$ cat config.mk
export PLATFORM = sky130hd
export DESIGN_NAME = fetch_queue_unit
export DESIGN_NICKNAME = d
export VERILOG_FILES = /design/src/rtl/fetch_pkg.sv /design/src/rtl/fetch_fifo.sv /design/src/rtl/fetch_queue_unit.sv
export SDC_FILE = /design/constraint.sdc
export NUM_CORES = 1
export LEC_CHECK = 0
export CAP_MARGIN = 20
export CORE_UTILIZATION = 45
export CTS_CLUSTER_DIAMETER = 60
export DETAILED_ROUTE_END_ITERATION = 8
export PLACE_DENSITY_LB_ADDON = 0.3
export SLEW_MARGIN = 20
export SYNTH_ARGS = -nofsm -noshare
export SYNTH_HDL_FRONTEND = slang
export SYNTH_SLANG_ARGS = --single-unit
$ cat constraint.sdc
create_clock -name clk -period 6.7 [get_ports clk]
set_clock_uncertainty 0.15 [all_clocks]
set_input_delay 2.01 -clock clk [delete_from_list [all_inputs] [get_ports clk]]
set_output_delay 2.01 -clock clk [all_outputs]
set_load 0.01 [all_outputs]
$ cat src/rtl/fetch_pkg.sv
// rtl/fetch_pkg.sv - shared types and constants for the instruction fetch front-end
//
// Purpose: fetch FSM state encoding, the queue entry layout (PC tagged
// instruction) and the default program-end address.
// Ports: none (package).
package fetch_pkg;

  localparam int DATA_W = 20;
  localparam int ADDR_W = 8;
  localparam logic [ADDR_W-1:0] HALT_ADDR_DEFAULT = 8'hFA;

  typedef enum logic [1:0] {
    FETCH = 2'd0,
    STALL = 2'd1,
    HALT  = 2'd2
  } fetch_state_t;

  typedef struct packed {
    logic [ADDR_W-1:0] pc;
    logic [DATA_W-1:0] instruction;
  } fetch_entry_t;

endpackage

$ cat src/rtl/fetch_fifo.sv
// rtl/fetch_fifo.sv - circular buffer of PC-tagged instructions
//
// Purpose: DEPTH-entry queue with wrap-around pointers; count decides
// full/empty. Flush empties the queue by moving rd_ptr onto wr_ptr and
// overrides any push or pop in the same cycle.
// Ports:
//   clk, rst  clock and asynchronous active-high reset
//   push      write wdata at the tail (ignored when full)
//   pop       drop the head entry (ignored when empty)
//   flush     discard all entries
//   wdata     entry to write
//   head      entry at rd_ptr (combinational)
//   count     current occupancy
module fetch_fifo
  import fetch_pkg::*;
#(
  parameter int DEPTH = 4,
  localparam int PW = $clog2(DEPTH),
  localparam int CW = PW + 1
) (
  input  logic         clk,
  input  logic         rst,
  input  logic         push,
  input  logic         pop,
  input  logic         flush,
  input  fetch_entry_t wdata,
  output fetch_entry_t head,
  output logic [CW-1:0] count
);

  fetch_entry_t mem [DEPTH];
  logic [PW-1:0] wr_ptr;
  logic [PW-1:0] rd_ptr;
  logic do_push;
  logic do_pop;

  assign do_push = push && (count != CW'(DEPTH));
  assign do_pop  = pop && (count != '0);
  assign head    = mem[rd_ptr];

  always_ff @(posedge clk or posedge rst) begin
    if (rst) begin
      wr_ptr <= '0;
      rd_ptr <= '0;
      count  <= '0;
      for (int i = 0; i < DEPTH; i++) mem[i] <= '0;
    end else if (flush) begin
      // Storage is left as is; only the read side jumps to the write side.
      count  <= '0;
      rd_ptr <= wr_ptr;
    end else begin
      if (do_push) begin
        mem[wr_ptr] <= wdata;
        wr_ptr      <= wr_ptr + 1'b1;
      end
      if (do_pop) rd_ptr <= rd_ptr + 1'b1;
      case ({do_push, do_pop})
        2'b10:   count <= count + 1'b1;
        2'b01:   count <= count - 1'b1;
        default: count <= count;
      endcase
    end
  end

endmodule

$ cat src/rtl/fetch_queue_unit.sv
// rtl/fetch_queue_unit.sv - instruction fetch front-end with PC-tagged queue
//
// Purpose: issues reads to a synchronous instruction memory, queues the
// returned instructions with their PCs and presents the head to ID through
// a valid/ready handshake. Redirects flush and restart fetch; fetch stops
// at HALT_ADDR.
// Ports:
//   clk, rst        clock and asynchronous active-high reset
//   imem_req/addr   memory read request and address
//   imem_data       read data, one cycle after the request
//   redirect/_pc    taken branch or jump from ID and its target
//   id_valid/ready  head handshake with ID
//   id_instruction  head instruction
//   id_pc           head PC
//   count           queue occupancy
//   halted          fetch done and queue drained (registered)
module fetch_queue_unit
  import fetch_pkg::*;
#(
  parameter int DATA_WIDTH = DATA_W,
  parameter int ADDRESS_WIDTH = ADDR_W,
  parameter int DEPTH = 4,
  parameter logic [ADDRESS_WIDTH-1:0] HALT_ADDR = HALT_ADDR_DEFAULT,
  localparam int CW = $clog2(DEPTH) + 1
) (
  input  logic                     clk,
  input  logic                     rst,
  output logic                     imem_req,
  output logic [ADDRESS_WIDTH-1:0] imem_addr,
  input  logic [DATA_WIDTH-1:0]    imem_data,
  input  logic                     redirect,
  input  logic [ADDRESS_WIDTH-1:0] redirect_pc,
  output logic                     id_valid,
  input  logic                     id_ready,
  output logic [DATA_WIDTH-1:0]    id_instruction,
  output logic [ADDRESS_WIDTH-1:0] id_pc,
  output logic [CW-1:0]            count,
  output logic                     halted
);

  fetch_state_t             state;
  logic [ADDRESS_WIDTH-1:0] fetch_pc;
  logic [ADDRESS_WIDTH-1:0] req_pc;
  logic                     inflight;
  logic                     discard;
  logic [CW:0]              used;
  logic                     credit;
  logic [ADDRESS_WIDTH:0]   next_pc;
  logic                     next_at_halt;
  logic                     push;
  logic                     pop;
  fetch_entry_t             wdata;
  fetch_entry_t             head;

  // The in-flight request already owns a slot; a same-cycle dequeue only
  // frees credit once count has actually dropped.
  assign used         = {1'b0, count} + {{CW{1'b0}}, inflight};
  assign credit       = used < (CW + 1)'(DEPTH);
  assign next_pc      = {1'b0, fetch_pc} + (ADDRESS_WIDTH + 1)'(1);
  assign next_at_halt = next_pc >= {1'b0, HALT_ADDR};

  // Gated by rst so the request line is quiet while reset is held.
  assign imem_req  = !rst && (state == FETCH) && credit;
  assign imem_addr = fetch_pc;

  assign push  = inflight && !discard && !redirect;
  assign pop   = id_valid && id_ready && !redirect;
  assign wdata = '{pc: req_pc, instruction: imem_data};

  assign id_valid       = (count != '0);
  assign id_instruction = head.instruction;
  assign id_pc          = head.pc;

  fetch_fifo #(.DEPTH(DEPTH)) u_fifo (
    .clk   (clk),
    .rst   (rst),
    .push  (push),
    .pop   (pop),
    .flush (redirect),
    .wdata (wdata),
    .head  (head),
    .count (count)
  );

  always_ff @(posedge clk or posedge rst) begin
    if (rst) begin
      state    <= FETCH;
      fetch_pc <= '0;
      req_pc   <= '0;
      inflight <= 1'b0;
      discard  <= 1'b0;
      halted   <= 1'b0;
    end else begin
      inflight <= imem_req;
      if (imem_req) req_pc <= fetch_pc;
      halted <= (state == HALT) && (count == '0) && !inflight;

      if (redirect) begin
        // The response arriving now is cancelled by the flush; a request
        // issued this cycle still returns next cycle and must be dropped.
        discard <= imem_req;
        if (redirect_pc >= HALT_ADDR) begin
          fetch_pc <= HALT_ADDR;
          state    <= HALT;
        end else begin
          fetch_pc <= redirect_pc;
          state    <= FETCH;
        end
      end else begin
        discard <= 1'b0;
        case (state)
          FETCH: begin
            if (credit) begin
              if (next_at_halt) begin
                fetch_pc <= HALT_ADDR;
                state    <= HALT;
              end else begin
                fetch_pc <= next_pc[ADDRESS_WIDTH-1:0];
              end
            end else begin
              state <= STALL;
            end
          end
          STALL: if (credit) state <= FETCH;
          HALT: fetch_pc <= HALT_ADDR;
          default: state <= FETCH;
        endcase
      end
    end
  end

endmodule

# --- Word level (Yosys, flattened, before mapping) ---
# Index checks and enable logic that the tools add are counted.
word_totals:
  ff_bits: 140
  latchBits: 0
  mem_bits_rw: 0
  rom_bits: 0
  out_inout_bits: 42
  wordCells: 87
  memories: 0
op_classes:
  n_addsub: 6
  mul: 0
  div: 0
  magnitude_cmp: 6
  eq_ne: 9
  shifts: 0
  n_mux: 22
  n_bitwise: 3
  n_reduce_logical: 24
ops:
  columns: ["cell", "n"]
  rows:
  - ["112-bit bitwise mux", 1]
  - ["28-bit two-way mux", 3]
  - ["28-bit binary-select mux with 2-bit select", 1]
  - ["28-bit demux with 2-bit select", 1]
  - ["8-bit two-way mux", 4]
  - ["8-bit one-hot mux with 2 select lines", 1]
  - ["2-bit two-way mux", 7]
  - ["1-bit logical AND", 11]
  - ["8-bit by 1-bit adder with 9-bit output (second input constant)", 1]
  - ["9-bit by 8-bit >= comparator with 1-bit output (second input constant)", 1]
  - ["3-bit inequality test (second input constant)", 3]
  - ["3-bit nonzero test", 3]
  - ["8-bit >= comparator (second input constant)", 1]
  - ["3-bit >= comparator (second input constant)", 2]
  - ["2-bit NOT with 3-bit output", 2]
  - ["2-bit one-hot mux with 3 select lines", 1]
  - ["3-bit one-hot mux with 2 select lines", 1]
  - ["2-bit by 1-bit adder with 2-bit output (second input constant)", 2]
  - ["3-bit by 1-bit adder with 4-bit output", 1]
  - ["2-bit by 1-bit equality test with 1-bit output (second input constant)", 2]
  - ["2-bit equality test (second input constant)", 2]
  - ["1-bit zero test", 4]
  - ["4-bit by 3-bit less-than comparator with 1-bit output (second input constant)", 1]
  - ["4-bit inequality test (second input constant)", 1]
  - ["12 further kinds", 13]

# --- Logic depth before layout (Yosys ltp) ---
depth:
  depth_word: 7
  depth_mapped: 10

# --- Cells and area by module ---
# Synthesis repeated with hierarchy kept, for this count alone.
hier_totals:
  hier_cells: 446
  area_unflattened_um2: 6566.3
by_module_without_submodules:
  columns: ["module", "n_inst", "cells_each", "area_per_inst_um2"]
  rows:
  - ["fetch_fifo", 1, 330, 5444.0]
  - ["fetch_queue_unit", 1, 116, 1122.3]

# --- Least setup slack after synthesis ---
# OpenSTA, ideal clock, no wires.
synth_path:
  path_type: "in2out"
  start: "input port rst"
  end: "output port imem_req"
  arrival_time_ns: 2.825
  required_ns: 4.540
  setup_slack_ns: 1.715
  stages: 3
  path_cell_list: "or4_1 > buf_2 > inv_1"
synth_via:
  elab_chain_len: 3
synth_rtl:
  columns: ["element", "line_no", "rtl"]
  rows:
  - ["from (decl)", "fetch_queue_unit.sv:27", "input logic rst,"]
  - ["1-bit zero test (no source line)", null, null]
  - ["1-bit logical AND (2 in a row)", "fetch_queue_unit.sv:63", "assign imem_req = !rst && (state == FETCH) && credit;"]
  - ["to (decl)", "fetch_queue_unit.sv:28", "output logic imem_req,"]
# Every way passes these cells.

# --- Final worst setup path ---
# Ends and elaborated chain as after synthesis.

==> flow_summary.json <==
{
  "port_buffers": 73,
  "finalHoldViolCount": 0,
  "grt_pass1_wl_mm": 21.74,
  "yosys_warnings": 0,
  "grt_max_degree": 106,
  "crit_family": "buffers and inverters",
  "whs_path_depth": 1,
  "ir_drop_uv": 258.6,
  "antenna_found_initial": 0,
  "grt_pass1_vias": 4219,
  "crit_required_ns": 4.54,
  "min_to": "u_fifo.mem[6]",
  "die_height_um": 121.9,
  "cp_slowest_stage_delay_ns": 0.54,
  "mostFrequentLayoutCell": "dfrtp_1",
  "wl_per_cell_um": 18.78,
  "reg2reg_from": "u_fifo.count[0]",
  "ys_top_cells_by_area": "dfrtp_1 (54%), mux2_1 (20%), mux4_2 (9.8%)",
  "place_hpwl_mm": 8.154,
  "fin_crit_ns": 5.822,
  "clk_latency_ns": 0.41,
  "power.density_nw_per_um2": 489.1,
  "synth.distinct_cells": 48,
  "status": "completed",
  "rsz0062_at_grt": "false",
  "p_leak_nw": 3.339,
  "place.gp.congestion": 0.8516,
  "max_freq_mhz": 171.8,
  "relSlewSlack_pct": 32.91,
  "drt_pass1_iterations": 4,
  "hold_path.class": "reg -> reg",
  "root_buffer": "clkbuf_16",
  "instances_no_fill": 690,
  "num_io_pins": 74,
  "drive_above_1_share_pct": 14.51,
  "cpMaxStageDelayCell": "or4_1",
  "grt_util_all_layers_pct": 19.33,
  "routed_wl_mm": 12.96,
  "synth-seq-area-share_pct": 54.18,
  "synth_largest_area_cell": "dfrtp_1",
  "final.setup.tns_ns": 0,
  "path_cells": "clkdlybuf4s50_1 -> or4_1 -> inv_1 -> clkdlybuf4s50_1",
  "path_clk_slew_ns": 0.05,
  "drc": 0,
  "cts_hold_buf": 0,
  "yosys.area.top_type_share_pct": 54.18,
  "fillers": 1142,
  "synth.avg_cell_area_um2": 15.25,
  "die_area_um2": 14850,
  "final_cell_mix": "dfrtp_1 (138), mux2_1 (116), clkdlybuf4s50_1 (73)",
  "netlist_area_um2": 6466,
  "multi_input_area_um2": 2768,
  "dp.cells": 658,
  "crit_buf_inv": 3,
  "regToRegEndpoint": "u_fifo.count[2]",
  "nets": 536,
  "vias_per_cell": 5.504,
  "hp-start": "u_fifo.mem[6]",
  "initial_core_util_pct": 46.40,
  "syn_to_final_growth_pct": 21.13,
  "num_antenna_cells": 0,
  "crit_path_max_fanout": 2,
  "drtIter0Drc": 197,
  "postCtsSetupBuffers": 0,
  "clock_path_buffers": 2,
  "design.core.area_um2": 13930,
  "grt-ovfl-total": 0,
  "clock_sinks": 140,
  "syn_inst": 424,
  "cts-resized-gates": 0,
  "setup_viol": 0,
  "critPathCaptureType": "primary output",
  "p_total_mw": 3.831,
  "die_width_um": 121.9,
  "seqCellArea_um2": 3506,
  "h-tree-depth": 4,
  "path_class": "in -> out",
  "cts_buffers": 17,
  "cts_tree": "built",
  "reg2reg_slack_ns": 4.22,
  "ff2ff_path_depth": 8,
  "ys_ff_latch": 140,
  "cap_violations": 0,
  "final-max-slew-violation-count": 0,
  "num_vias": 3798,
  "period_share_pct": 86.89,
  "rows": 43,
  "ant_nets": 0,
  "critPathArrivalTime_ns": 3.66,
  "worstMarginPinSlew_ns": 1.006,
  "start_kind": "input pin",
  "syn-num-nets": 463,
  "crit_top_cell": "clkdlybuf4s50_1"
}
==> synth_stat cells (all sizes together) <==
library cell,count
nor2,10
and3,5
o21ai,8
nand2,16
buf,17
and2,1
fa,1
o221a,1
a211oi,2
mux4,28
clkbuf,4
o2111ai,1
xor2,2
mux2,118
inv,8
dfrtp,140
xnor2,6
a31oi,2
nor3b,1
and4,3
nor2b,4
o31ai,3
or4,1
a22oi,3
a31o,1
nand3,4
o21a,2
ha,6
mux2i,1
nor3,3
o22ai,4
or3,1
nor4,2
nand4,2
a311oi,3
o211a,1
or3b,2
a21oi,7
==> power breakdown <==
part / switching, mW / internal, mW / total, mW / leakage (nW)
logic: 0.516 / 0.879 / 1.39 / 1.35
clock network: 0.331 / 0.530 / 0.861 / 0.280
registers: 0.338 / 1.24 / 1.58 / 1.71
total: 1.19 / 2.65 / 3.83 / 3.34
==> per-layer routing <==
| layer | GRT usage, % | wire [µm] | part of all wire, % |
|---|---|---|---|
| met1 | 25.11 | 5811 | 45 |
| met5 | 0 | 0 | 0 |
| met4 | 5.556 | 131 | 1.0 |
| met3 | 5.993 | 646 | 5.0 |
| met2 | 31.14 | 6371 | 49 |
==> worst max-delay path by stage <==
stage / from / endpoint / slack (ns) / depth (start not counted)
after floorplan: rst / discard / 0.79 / 1
final: rst / imem_req / 0.88 / 4
after detailed placement: rst / imem_req / 0.88 / 4
after global routing: rst / imem_req / 0.85 / 4
after global placement: rst / imem_req / 0.93 / 4
after CTS: rst / imem_req / 0.87 / 4
==> through the flow <==
step                hold slack [ns]  setup slack [ns]  utilization [%]  instance area, µm²
floorplan                    0.3087            0.7871                -                6466
global placement             0.3176            0.9250            52.24                7279
detailed placement           0.3268            0.8843            52.24                7279
CTS                          0.3397            0.8709            56.21                7833
global route                 0.3575            0.8496            56.21                7833
finish                       0.3332            0.8783            56.21                7833
==> state kept, by name, summed over array words and instances, names as in the netlist <==
register / cells
discard: 1
halted: 1
imem_addr: 8
inflight: 1
req_pc: 8
state: 2
u_fifo.count: 3
u_fifo.mem: 112
u_fifo.rd_ptr: 2
u_fifo.wr_ptr: 2
==> final cells by class <==
| type | instances | area share [%] |
|---|---|---|
| Multi-Input combinational cell | 255 | 35.34 |
| Sequential cell | 140 | 44.76 |
| Tap cell | 180 | 2.875 |
| Clock inverter | 6 | 0.4313 |
| Inverter | 8 | 0.4473 |
| Clock buffer | 26 | 6.629 |
| Timing Repair Buffer | 75 | 9.521 |
==> cell families (layout without fill, tap and decap cells) <==
group	count (synthesis)	count (layout)	synth area share, %
AO/OA/AOI/OAI	38	38	4.082
XOR/XNOR	8	8	1.200
adder cells (fa/ha/maj)	7	7	1.471
buffers and inverters	29	115	3.019
flip-flops	140	140	54.18
multiplexers	147	147	30.46
AND/OR/NAND/NOR	55	55	5.592
No activity file was read; power rests on OpenSTA's default activity.
